$ cat src/rtl/bip2_run_controller_if.sv
// Host/debug port of the BIP2 run controller: run control, program write request and
// the write-refused pulse returned to the host.
interface bip2_run_controller_if #(
  parameter int OAW = 11,
  parameter int IDW = 16
);
  logic           host_start_in;
  logic           host_stop_in;
  logic           host_wr_in;
  logic [OAW-1:0] host_address_in;
  logic [IDW-1:0] host_data_in;
  logic           wr_reject_out;

  modport master (
    output host_start_in, host_stop_in, host_wr_in, host_address_in, host_data_in,
    input  wr_reject_out
  );

  modport slave (
    input  host_start_in, host_stop_in, host_wr_in, host_address_in, host_data_in,
    output wr_reject_out
  );
endinterface

$ cat src/rtl/bip2_run_controller.sv
// BIP2 run controller: holds the core in reset while the host loads program memory,
// releases it on start, and stops on HLT, host stop or watchdog timeout.
//
//   state  | meaning
//   IDLE   | after reset, core held in reset
//   LOAD   | host is writing the instruction memory, core held in reset
//   ARM    | single cycle: clear count and cause, core still in reset
//   RUN    | core running, cycle count advancing, halt checks active
//   HALTED | core frozen out of reset, count and cause held
module bip2_run_controller #(
  parameter int OPERAND_ADDRESS_WIDTH  = 11,
  parameter int INSTRUCTION_DATA_WIDTH = 16,
  parameter int OPCODE_WIDTH           = 5,
  parameter int CYCLE_COUNT_WIDTH      = 32
) (
  input  logic                              clock_in,
  input  logic                              reset_in,
  bip2_run_controller_if.slave              host,
  input  logic [CYCLE_COUNT_WIDTH-1:0]      timeout_limit_in,
  input  logic [INSTRUCTION_DATA_WIDTH-1:0] instruction_in,
  output logic                              imem_wr_out,
  output logic [OPERAND_ADDRESS_WIDTH-1:0]  imem_address_out,
  output logic [INSTRUCTION_DATA_WIDTH-1:0] imem_data_out,
  output logic                              core_reset_out,
  output logic [2:0]                        state_out,
  output logic [1:0]                        halt_cause_out,
  output logic [CYCLE_COUNT_WIDTH-1:0]      cycle_count_out
);
  localparam int OAW = OPERAND_ADDRESS_WIDTH;
  localparam int IDW = INSTRUCTION_DATA_WIDTH;
  localparam int CCW = CYCLE_COUNT_WIDTH;
  localparam logic [CCW-1:0] CNT_ONE = CCW'(1);

  typedef enum logic [2:0] {
    S_IDLE   = 3'b000,
    S_LOAD   = 3'b001,
    S_ARM    = 3'b010,
    S_RUN    = 3'b011,
    S_HALTED = 3'b100
  } state_t;

  state_t         state_q, state_d;
  logic           core_reset_q, core_reset_d;
  logic           imem_wr_q, imem_wr_d;
  logic [OAW-1:0] imem_address_q, imem_address_d;
  logic [IDW-1:0] imem_data_q, imem_data_d;
  logic [CCW-1:0] cycle_count_q, cycle_count_d;
  logic [1:0]     halt_cause_q, halt_cause_d;
  logic           wr_reject_q, wr_reject_d;

  logic           op_hlt;
  logic           write_ok;
  logic [CCW-1:0] count_inc;
  logic [1:0]     halt_code;

  assign op_hlt    = (instruction_in[IDW-1 -: OPCODE_WIDTH] == '0);
  assign count_inc = cycle_count_q + CNT_ONE;
  assign write_ok  = (state_q == S_IDLE) || (state_q == S_LOAD) || (state_q == S_HALTED);

  // A saturated count wraps count_inc to zero, which can never equal a non-zero limit.
  always_comb begin
    halt_code = 2'b00;
    if (op_hlt)
      halt_code = 2'b01;
    else if (host.host_stop_in)
      halt_code = 2'b10;
    else if ((timeout_limit_in != '0) && (count_inc == timeout_limit_in))
      halt_code = 2'b11;
  end

  always_ff @(posedge clock_in) begin
    if (!reset_in) begin
      state_q        <= S_IDLE;
      core_reset_q   <= 1'b0;
      imem_wr_q      <= 1'b0;
      imem_address_q <= '0;
      imem_data_q    <= '0;
      cycle_count_q  <= '0;
      halt_cause_q   <= 2'b00;
      wr_reject_q    <= 1'b0;
    end else begin
      state_q        <= state_d;
      core_reset_q   <= core_reset_d;
      imem_wr_q      <= imem_wr_d;
      imem_address_q <= imem_address_d;
      imem_data_q    <= imem_data_d;
      cycle_count_q  <= cycle_count_d;
      halt_cause_q   <= halt_cause_d;
      wr_reject_q    <= wr_reject_d;
    end
  end

  always_comb begin
    state_d = state_q;
    case (state_q)
      S_IDLE, S_HALTED: begin
        if (host.host_start_in)   state_d = S_ARM;
        else if (host.host_wr_in) state_d = S_LOAD;
      end
      S_LOAD:  if (host.host_start_in) state_d = S_ARM;
      S_ARM:   state_d = S_RUN;
      S_RUN:   if (halt_code != 2'b00) state_d = S_HALTED;
      default: state_d = S_IDLE;
    endcase
  end

  // Registered outputs are computed from the next state so they line up with state_out.
  always_comb begin
    imem_wr_d      = host.host_wr_in && write_ok;
    imem_address_d = imem_wr_d ? host.host_address_in : imem_address_q;
    imem_data_d    = imem_wr_d ? host.host_data_in    : imem_data_q;
    wr_reject_d    = host.host_wr_in && !write_ok;
    core_reset_d   = (state_d == S_RUN) || (state_d == S_HALTED);
    cycle_count_d  = cycle_count_q;
    halt_cause_d   = halt_cause_q;
    if (state_d == S_ARM) begin
      cycle_count_d = '0;
      halt_cause_d  = 2'b00;
    end else if (state_q == S_RUN) begin
      cycle_count_d = (&cycle_count_q) ? cycle_count_q : count_inc;
      if (halt_code != 2'b00) halt_cause_d = halt_code;
    end
  end

  assign state_out          = state_q;
  assign core_reset_out     = core_reset_q;
  assign imem_wr_out        = imem_wr_q;
  assign imem_address_out   = imem_address_q;
  assign imem_data_out      = imem_data_q;
  assign cycle_count_out    = cycle_count_q;
  assign halt_cause_out     = halt_cause_q;
  assign host.wr_reject_out = wr_reject_q;
endmodule

$ cat src/flat_wrapper.sv
// flat-port wrapper written by rule: the top's interface ports become plain ports
module bip2_run_controller_flat 
#(
  parameter int OPERAND_ADDRESS_WIDTH  = 11,
  parameter int INSTRUCTION_DATA_WIDTH = 16,
  parameter int OPCODE_WIDTH           = 5,
  parameter int CYCLE_COUNT_WIDTH      = 32
)
  (clock_in, reset_in, timeout_limit_in, instruction_in, imem_wr_out, imem_address_out, imem_data_out, core_reset_out, state_out, halt_cause_out, cycle_count_out, host_host_start_in, host_host_stop_in, host_host_wr_in, host_host_address_in, host_host_data_in, host_wr_reject_out);
  bip2_run_controller_if #(.OAW(11), .IDW(16)) host_i ();
  input  logic clock_in;
  input  logic reset_in;
  input  logic [CYCLE_COUNT_WIDTH-1:0] timeout_limit_in;
  input  logic [INSTRUCTION_DATA_WIDTH-1:0] instruction_in;
  output logic imem_wr_out;
  output logic [OPERAND_ADDRESS_WIDTH-1:0] imem_address_out;
  output logic [INSTRUCTION_DATA_WIDTH-1:0] imem_data_out;
  output logic core_reset_out;
  output logic [2:0] state_out;
  output logic [1:0] halt_cause_out;
  output logic [CYCLE_COUNT_WIDTH-1:0] cycle_count_out;
  input wire logic [$bits(host_i.host_start_in)-1:0] host_host_start_in;
  input wire logic [$bits(host_i.host_stop_in)-1:0] host_host_stop_in;
  input wire logic [$bits(host_i.host_wr_in)-1:0] host_host_wr_in;
  input wire logic [$bits(host_i.host_address_in)-1:0] host_host_address_in;
  input wire logic [$bits(host_i.host_data_in)-1:0] host_host_data_in;
  output wire logic [$bits(host_i.wr_reject_out)-1:0] host_wr_reject_out;
  assign host_i.host_start_in = host_host_start_in;
  assign host_i.host_stop_in = host_host_stop_in;
  assign host_i.host_wr_in = host_host_wr_in;
  assign host_i.host_address_in = host_host_address_in;
  assign host_i.host_data_in = host_host_data_in;
  assign host_wr_reject_out = host_i.wr_reject_out;
  bip2_run_controller #(.OPERAND_ADDRESS_WIDTH(OPERAND_ADDRESS_WIDTH), .INSTRUCTION_DATA_WIDTH(INSTRUCTION_DATA_WIDTH), .OPCODE_WIDTH(OPCODE_WIDTH), .CYCLE_COUNT_WIDTH(CYCLE_COUNT_WIDTH)) u_core (.clock_in(clock_in), .reset_in(reset_in), .host(host_i), .timeout_limit_in(timeout_limit_in), .instruction_in(instruction_in), .imem_wr_out(imem_wr_out), .imem_address_out(imem_address_out), .imem_data_out(imem_data_out), .core_reset_out(core_reset_out), .state_out(state_out), .halt_cause_out(halt_cause_out), .cycle_count_out(cycle_count_out));
endmodule
$ cat config.mk
export PLATFORM = sky130hd
export DESIGN_NAME = bip2_run_controller_flat
export DESIGN_NICKNAME = d
export VERILOG_FILES = /design/src/rtl/bip2_run_controller_if.sv /design/src/rtl/bip2_run_controller.sv /design/src/flat_wrapper.sv
export SDC_FILE = /design/constraint.sdc
export NUM_CORES = 1
export LEC_CHECK = 0
export CORE_MARGIN = 10
export CORE_UTILIZATION = 48
export DETAILED_ROUTE_END_ITERATION = 10
export PLACE_DENSITY = 0.86
export SLEW_MARGIN = 30
export SYNTH_ARGS = -nofsm -noshare
export SYNTH_HDL_FRONTEND = slang
export SYNTH_SLANG_ARGS = --single-unit
$ cat constraint.sdc
create_clock -name clock_in -period 6.6 [get_ports clock_in]
set_clock_uncertainty 0.15 [all_clocks]
set_input_delay 0.66 -clock clock_in [delete_from_list [all_inputs] [get_ports clock_in]]
set_output_delay 0.66 -clock clock_in [all_outputs]
set_load 0.02 [all_outputs]
==> metrics.cfg, run 1 <==
[drt]
dr_total_vias=4248
detail-route-antenna-nets=0
viasPerCell=5.83
drt_wl_total_mm=12.9
drt_iter0_drc=322
dr.pass1.iters=5
drc=0
wl_per_cell_um=17.7

[timing]
fin_crit_ps=3600
drv_slew=0
hold_ws_ps=315
rsz0062_at_grt=false
setup_viol=0
fmax_mhz=278
hold_viol=0
period_share_pct=54.6
relSlewSlack_pct=37.2
tightest_slew_ps=941
fin_tns_setup_ps=0

[clocking]
root_buffer=clkbuf_8
cts_tree=done
clk_latency_ps=340
post-cts-setup-buffers=0
cts.repair.resized=0
cts_buffer_depth=2
htreeDepth=3
cts.clk_slew.worst_paths_ps=70
cts_sinks=67
cts_buffers=9
hold_buffers=0

[layout]
final_common_cell=clkdlybuf4s50_1
multi_input_area_mm2=0.00245
seq_area_mm2=0.00134
fill_cells=657
drive_gt1_share_pct=3.83
final_cell_mix=134 x clkdlybuf4s50_1, 88 x nand2_1, 67 x dfxtp_1, 48 x nor2_1, 39 x xnor2_1
diodes=0
num-nets-final=703
fin_cells=729
area_growth_pct=38.9

[worst_setup_path]
endpoint_kind=flip-flop
arrival_ps=3670
worst_setup_path_start_kind=flip-flop
path_max_fanout=11
crit_type=reg -> reg
required_ps=6670

[yosys]
ys_warn_count=0
synth_top_family_by_area=simple AND/OR/NAND/NOR gates
synth-async-reset-ratio_pct=0
synthSimpleGateAreaFrac_pct=31.0
syn-cell-area_mm2=0.00392
synth-compound-area-share_pct=15.6
syn_inst=505
synth-main-ff-cell=dfxtp_1
yosysSeqAreaShare_pct=34.2
ys_ff_latch=67
syn_nets=586
muxShareOfSynthArea_pct=0.798
synthAdderAreaFrac_pct=0.319
synth-xor-area-share_pct=14.8
syn_area_per_cell_um2=7.76
synth-edff-count=0
yosysUniqueCellTypes=48

[global_routing]
overflow=0
grt_pass1_wl_mm=20.4
grt_pass1_vias=4138
gr-usage-all-layers_pct=20.8
grt_max_degree=35
antenna_found_initial=0

[die]
std_cell_rows=32
start_util_pct=49.9
die_height_um=110
core_area_mm2=0.00785
die_w_um=110
io_pins=147
die_area_mm2=0.0122

[outcome]
status=finished, final reports clean

[power_and_ir_drop]
leakage_nw=1.80
power-per-cell-area_mw_per_mm2=164
peakVddDrop_mv=0.0759

[worst_hold_path]
hold_class=reg -> reg

[place]
gp_congestion=0.926
dp_hpwl_mm=10.1
placed_cells=713
portBuffers=135

[job]
drv_cap=0

-- path summary, 6_finish.rpt --
| kind | cells after the start | end | start | slack (ps) |
|---|---|---|---|---|
| worst max-delay path | 9 | u_core.state_out[0] | u_core.cycle_count_out[0] | 3000 |
| worst min register to register | 2 | u_core.imem_data_out[11] | u_core.imem_data_out[11] | 310 |
| worst min-delay path | 2 | u_core.imem_data_out[11] | u_core.imem_data_out[11] | 310 |
| worst max register to register | 9 | u_core.state_out[0] | u_core.cycle_count_out[0] | 3000 |
-- area by class of cell --
cell class,instances,area share [%]
clock buffer,11,2.41
timing repair buffer,136,24.9
tap,102,2.34
multi-input combinational,406,45.0
sequential,67,24.6
clock inverter,5,0.552
inverter,2,0.138
-- synthesized netlist by cell type (2+ instances only) --
cell type / count / share of area (%)
xor2_1: 27 / 6.0
xnor2_1: 39 / 8.7
or4_1: 3 / 0.57
nor3_1: 16 / 2.0
inv_1: 2 / 0.19
and4_1: 6 / 1.3
o21ai_0: 11 / 1.4
nand3b_1: 2 / 0.38
nor2b_1: 4 / 0.64
nor2_1: 48 / 4.6
dfxtp_1: 67 / 34
and3_1: 7 / 1.1
nor4_1: 20 / 3.2
nand2_1: 89 / 8.5
clkbuf_1: 23 / 2.2
o211ai_1: 3 / 0.57
o31ai_1: 3 / 0.57
nand2b_1: 5 / 0.80
a31o_2: 3 / 0.67
a211oi_1: 2 / 0.38
o211a_1: 2 / 0.51
nand3_1: 18 / 2.3
a21oi_1: 15 / 1.9
mux2i_1: 2 / 0.51
nand4_1: 15 / 2.4
a21boi_0: 31 / 5.9
a31oi_1: 3 / 0.48
or3_1: 11 / 1.8
buf_2: 6 / 0.77
and2_1: 3 / 0.48
a41oi_1: 2 / 0.45
-- logic make-up (layout without fill, tap and decap cells) --
family	after synthesis	in the layout
compound gates	87	87
flops	67	67
xor+xnor	66	66
fa+ha+maj	1	1
simple gates	249	249
mux	3	3
buf+inv	32	154
-- per-layer routing --
layer	wire length, µm	share of wire (%)	vias up	track usage (%)
met5	0	0	-	0
met3	1310	10	27	5.75
met1	5360	42	1987	24.9
met4	255	2.0	0	6.88
li1	-	-	2012	-
met2	5980	46	222	35.0
-- stage by stage --
| stage | utilization (%) | setup WS, ps | instance area (µm²) | power (mW) |
|---|---|---|---|---|
| floorplan | - | 3490 | 3920 | 0.517 |
| global placement | 67.3 | 3100 | 5290 | 0.606 |
| detailed placement | 67.4 | 3050 | 5290 | 0.612 |
| CTS | 69.4 | 3030 | 5450 | 0.901 |
| global route | 69.4 | 2630 | 5440 | 0.933 |
| finish | 69.4 | 3000 | 5440 | 0.895 |
-- flip-flops by register name, indices dropped and copies added, names as in the netlist --
| register | flops |
|---|---|
| u_core.core_reset_out | 1 |
| u_core.imem_wr_out | 1 |
| u_core.host.wr_reject_out | 1 |
| u_core.cycle_count_out | 32 |
| u_core.imem_data_out | 16 |
| u_core.imem_address_out | 11 |
| u_core.state_out | 3 |
| u_core.halt_cause_out | 2 |
-- critical path, stage by stage (launching register included) --
cell      delay (ps)
dfxtp_1          460
ha_1             290
nand4_1          410
nor4_1           720
mux2_2           410
nor4_1           220
nand4_1          170
nor4_2           380
or4_1            180
a21boi_0          80
-- report_power, final --
group / internal (mW) / total (mW) / switching (mW)
combinational: 0.0873 / 0.174 / 0.0867
sequential: 0.419 / 0.428 / 0.00921
clock: 0.135 / 0.293 / 0.158
total: 0.641 / 0.895 / 0.254
Power figures use the tool's default switching activity.
==> run 2, diff against run 1 <==
--- a/config.mk
+++ b/config.mk
@@ -6,9 +6,9 @@
 export NUM_CORES = 1
 export LEC_CHECK = 0
 export CORE_MARGIN = 10
-export CORE_UTILIZATION = 48
+export CORE_UTILIZATION = 45
 export DETAILED_ROUTE_END_ITERATION = 10
-export PLACE_DENSITY = 0.86
+export PLACE_DENSITY = 0.81
 export SLEW_MARGIN = 30
 export SYNTH_ARGS = -nofsm -noshare
 export SYNTH_HDL_FRONTEND = slang
==> constraint.sdc (replaced) <==
create_clock -name clock_in -period 3.54 [get_ports clock_in]
set_clock_uncertainty 0.15 [all_clocks]
set_input_delay 0.354 -clock clock_in [delete_from_list [all_inputs] [get_ports clock_in]]
set_output_delay 0.354 -clock clock_in [all_outputs]
set_load 0.02 [all_outputs]
==> run 2 against run 1 <==
Critical path depth is the same. Maximum frequency is 14% higher. First-iteration DRC count decreased by 8.1%. Die area is 5.4% higher. Non-clock buffer count increased by 12. Critical path type unchanged. Sequential share of layout area down 0.55 points. Count of clock-buffer cells in the layout fell by 1. Largest cell class unchanged. Global-route usage shrank 1.1 points. Critical endpoint unchanged. Sequential power is 87% higher. Sequential cell count unchanged. Via count decreased by 2.0%. Combinational power is 90% higher.
==> metrics.cfg, run 2 (synthesized netlist as in run 1, its figures left out) <==
[layout]
area_growth_pct=42.1
final_cell_mix=135 x clkdlybuf4s50_1, 89 x nand2_1, 67 x dfxtp_1, 48 x nor2_1, 39 x xnor2_1
diodes=0
num-nets-final=715
drive_gt1_share_pct=5.33
largest_reg_flops=32
final_common_cell=clkdlybuf4s50_1

[clocking]
cts_sinks=67
cts_buffers=9
cts_buffer_depth=2
cts_tree=done
root_buffer=clkbuf_8
cts.repair.resized=0
hold_buffers=0
htreeDepth=3
clk_latency_ps=340
post-cts-setup-buffers=0
cts.clk_slew.worst_paths_ps=70

[power_and_ir_drop]
p_clk_share_pct=35.2
peakVddDrop_mv=0.160
p_int_mw=1.27
pwr-share-comb_pct=18.9
seqPwrFrac_pct=45.9
leakage_nw=1.87
power-per-cell-area_mw_per_mm2=313
power.switching_mw=0.474
sw_frac_of_total_pct=27.2

[global_routing]
grt_max_degree=35
grt_pass1_wl_mm=21.0
gr-usage-all-layers_pct=19.6
overflow=0
antenna_found_initial=0
grt_pass1_vias=4246

[job]
drv_cap=0

[drt]
drc=0
wl_per_cell_um=17.5
drt_wl_total_mm=13.0
dr_total_vias=4165
detail-route-antenna-nets=0
dr.pass1.iters=6
viasPerCell=5.61
drt_iter0_drc=296

[timing]
period_share_pct=89.1
fin_tns_setup_ps=0
fin_crit_ps=3150
relSlewSlack_pct=43.7
tightest_slew_ps=842
hold_ws_ps=312
hold_viol=0
fmax_mhz=317
setup_viol=0
rsz0062_at_grt=false
drv_slew=0

[worst_setup_path]
slowest_stage=or3_1
required_ps=3610
r2r_setup_slack_ps=390
crit_type=reg -> reg
path_delay_family=simple AND/OR/NAND/NOR gates
path_cells=ha_1, nand4_1, or3_1, or3_1, a22oi_1, nand4_1, nor4_2, or4_1, a21boi_0
crit_path_max_incr_delay_ps=510
arrival_ps=3220
endpoint_kind=flip-flop
path_max_fanout=7
worst_setup_path_start_kind=flip-flop
path_buf_inv=0

[die]
die_height_um=113
core_area_mm2=0.00834
start_util_pct=47.0
die_w_um=113
die_area_mm2=0.0128
io_pins=147
std_cell_rows=33

[place]
gp_congestion=0.935
dp_hpwl_mm=10.3
portBuffers=135

[worst_hold_path]
hold_class=reg -> reg

[outcome]
status=finished, final reports clean

==> run 2: final timing paths <==
| check | start | end | depth (start not counted) |
|---|---|---|---|
| max | u_core.cycle_count_out[0] | u_core.state_out[0] | 9 |
| min | u_core.imem_data_out[15] | u_core.imem_data_out[15] | 2 |
| max reg2reg | u_core.cycle_count_out[0] | u_core.state_out[0] | 9 |
| min reg2reg | u_core.imem_data_out[15] | u_core.imem_data_out[15] | 2 |
==> run 2: per-stage QoR <==
stage	cells	power, mW	cell area (µm²)	util [%]	setup WS (ps)
2_1_floorplan	505	0.964	3920	-	427
3_3_place_gp	727	1.14	5370	64.4	492
3_5_place_dp	727	1.14	5370	64.4	427
4_1_cts	742	1.75	5550	66.6	400
5_1_grt	743	1.81	5570	66.8	119
6_report	743	1.74	5570	66.8	385
==> run 2: area by class of cell <==
cell class | instances | area (µm²)
Fill cell | 698 | 2770
Multi-Input combinational cell | 406 | 2450
Tap cell | 105 | 131
Sequential cell | 67 | 1340
Clock inverter | 5 | 55.1
Clock buffer | 10 | 128
Inverter | 2 | 7.51
Timing Repair Buffer | 148 | 1460
==> run 2: per-layer routing <==
| layer | global-route usage [%] | vias to the layer above | wire length [µm] |
|---|---|---|---|
| met4 | 7.78 | 0 | 278 |
| met5 | 0 | - | 0 |
| met1 | 23.3 | 1915 | 5460 |
| met2 | 32.9 | 188 | 6110 |
| li1 | - | 2040 | - |
| met3 | 5.18 | 22 | 1170 |
==> run 2: worst min-delay path: stages, from the launching register on <==
cell and delay (ps):
dfxtp_1 310, nand2_1 40, a21boi_0 60
==> run 2: power groups by stage <==
stage | clock [mW] | sequential [mW] | combinational [mW]
after floorplan | 0 | 0.848 | 0.116
after global placement | 0 | 0.814 | 0.321
after detailed placement | 0 | 0.817 | 0.327
after CTS | 0.628 | 0.799 | 0.328
after global routing | 0.654 | 0.804 | 0.357
final | 0.614 | 0.799 | 0.330
==> run 3, diff against run 2 <==
--- a/config.mk
+++ b/config.mk
@@ -5,8 +5,9 @@
 export SDC_FILE = /design/constraint.sdc
 export NUM_CORES = 1
 export LEC_CHECK = 0
+export ABC_AREA = 1
 export CORE_MARGIN = 10
-export CORE_UTILIZATION = 45
+export CORE_UTILIZATION = 46
 export DETAILED_ROUTE_END_ITERATION = 10
 export PLACE_DENSITY = 0.81
 export SLEW_MARGIN = 30
==> run 3 against run 2 <==
Synthesized cell count grew 36%. First-iteration DRC count shrank 18%. Maximum frequency grew 16%. Cell area grew 6.0%. Register-to-register slack gained 440 ps. Sequential power grew 6.3%. Global-route usage grew 1.5 points. Critical endpoint is now u_core.core_reset_out. Hold slack gained 21 ps. Sequential cell count is the same. Synthesized area grew 7.0%.
==> metrics.cfg, run 3 <==
[outcome]
status=finished, final reports clean

[yosys]
synthSimpleGateAreaFrac_pct=46.7
syn-cell-area_mm2=0.00419
synth_top_area_share_pct=32.0
synth-xor-area-share_pct=2.36
syn_area_per_cell_um2=6.09
syn_nets=769
syn_inst=688
synthAdderAreaFrac_pct=0.298
synth-compound-area-share_pct=11.3
synth-async-reset-ratio_pct=0
ys_top_cells_by_count=190 x nand2_1, 158 x nor2_1, 67 x dfxtp_1
synth.most_common_cell=nand2_1
synthTopCellsByArea=dfxtp_1 32%, nand2_1 17%, nor2_1 14%, nand3_1 6.8%, inv_1 5.6%
synth-edff-count=0
synth-main-ff-cell=dfxtp_1
ys_ff_latch=67
muxShareOfSynthArea_pct=0
yosysUniqueCellTypes=34
yosysSeqAreaShare_pct=32.0
synth_top_family_by_area=simple AND/OR/NAND/NOR gates
synth_area_leader_cell=dfxtp_1
ys_warn_count=0

[layout]
largest_reg_flops=32
num-nets-final=903
utilization_pct=67.1
diodes=0
final_cell_mix=190 x nand2_1, 158 x nor2_1, 135 x clkdlybuf4s50_1, 67 x dfxtp_1, 63 x inv_1
drive_gt1_share_pct=5.33
fin_area_mm2=0.00591
area_growth_pct=40.9
fin_cells=934
final_common_cell=nand2_1

[die]
core_area_mm2=0.00881
die_area_mm2=0.0133
io_pins=147
die_height_um=115
start_util_pct=47.6
std_cell_rows=34
die_w_um=115

[global_routing]
grt_pass1_vias=4788
grt_pass1_wl_mm=22.7
grt_max_degree=46
gr-usage-all-layers_pct=21.1
antenna_found_initial=0
overflow=0

[worst_setup_path]
path_max_fanout=9
endpoint_kind=flip-flop
r2r-start=u_core.cycle_count_out[0]
path_cells=ha_1, nand2_2, nor2_8, nand3_2, o21ai_1, and2_1, nor2_1, nor2_1, nand2_1, nor2_1, nand3_2, nand3_1, nand2_1, nand2_1, a21oi_1
r2r_end=u_core.core_reset_out
slowest_stage=dfxtp_1
r2r_setup_slack_ps=830
required_ps=3620
arrival_ps=2790
path_delay_family=simple AND/OR/NAND/NOR gates
worst_setup_path_start_kind=flip-flop
crit_type=reg -> reg
path_buf_inv=0
ff2ff_path_depth=15
crit_path_max_incr_delay_ps=440

[power_and_ir_drop]
sw_frac_of_total_pct=28.5
leakage_nw=2.37
pwr-share-comb_pct=21.8
seqPwrFrac_pct=38.6
peakVddDrop_mv=0.252
p_int_mw=1.57
power.switching_mw=0.627
p_total_mw=2.20
p_clk_share_pct=39.6
power-per-cell-area_mw_per_mm2=372

[timing]
hold_viol=0
fmax_mhz=369
tightest_slew_ps=806
fin_crit_ps=2710
relSlewSlack_pct=46.3
period_share_pct=76.6
setup_viol=0
rsz0062_at_grt=false
drv_slew=0
fin_tns_setup_ps=0

[clocking]
cts_sinks=67
cts_buffers=9
cts.repair.resized=0
cts_tree=done
hold_buffers=0
post-cts-setup-buffers=0
clk_latency_ps=350
root_buffer=clkbuf_8
cts_buffer_depth=2
cts.clk_slew.worst_paths_ps=80
htreeDepth=3

[worst_hold_path]
min_to=u_core.halt_cause_out[0]
holdCritStartpoint=u_core.halt_cause_out[0]
hold_depth=2
hold_class=reg -> reg

[drt]
drc=0
drt_iter0_drc=243
dr.pass1.iters=5
detail-route-antenna-nets=0
viasPerCell=5.17
wl_per_cell_um=15.1
drt_wl_total_mm=14.1
dr_total_vias=4825

[job]
drv_cap=0

[place]
dp_hpwl_mm=11.1
gp_congestion=0.929
placed_cell_area_mm2=0.00564
placed_cells=919
portBuffers=135

## run 3: worst max-delay path by stage
stage	cells past startpoint	from	endpoint	slack [ps]
floorplan	18	u_core.cycle_count_out[0]	u_core.core_reset_out	1110
global placement	16	u_core.cycle_count_out[0]	u_core.core_reset_out	890
detailed placement	16	u_core.cycle_count_out[0]	u_core.core_reset_out	850
CTS	16	u_core.cycle_count_out[0]	u_core.core_reset_out	830
global route	18	u_core.cycle_count_out[0]	u_core.core_reset_out	540
finish	15	u_core.cycle_count_out[0]	u_core.core_reset_out	830
## run 3: layout make-up
cell class,instances,area [µm²]
sequential,67,1340
clock inverter,6,138
clock buffer,9,124
multi-input combinational,539,2540
tap,108,135
inverter,67,251
timing repair buffer,138,1370
fill,805,2900
## run 3: worst min-delay path, cell delays in order (launching register included)
cell     delay, ps
dfxtp_1        320
nand2_1         60
a21oi_1         60
## run 3: metal layers
metal | routed length (µm) | vias to the layer above | GRT usage, %
met1 | 5480 | 2146 | 22.7
met3 | 1850 | 18 | 10.7
met5 | 0 | - | 0
li1 | - | 2485 | -
met4 | 272 | 0 | 7.09
met2 | 6460 | 176 | 35.4
## run 3: power by group through the flow
stage	registers [mW]	clock network (mW)	logic, mW
after floorplan	0.924	0	0.176
after global placement	0.862	0	0.470
after detailed placement	0.866	0	0.478
after CTS	0.849	0.872	0.482
after global routing	0.857	0.903	0.526
final	0.849	0.870	0.478
## run 3: cells by family (layout without fill, tap and decap cells)
logic type | count (synthesis) | in the layout
compound gates | 79 | 79
xor+xnor | 8 | 8
fa+ha+maj | 1 | 1
buf+inv | 82 | 220
flops | 67 | 67
simple gates | 451 | 451
## run 3: per-stage QoR
step | setup WS (ps) | hold slack (ps)
2_1_floorplan | 1110 | 346
3_3_place_gp | 894 | 307
3_5_place_dp | 854 | 324
4_1_cts | 832 | 341
5_1_grt | 544 | 361
6_report | 830 | 333
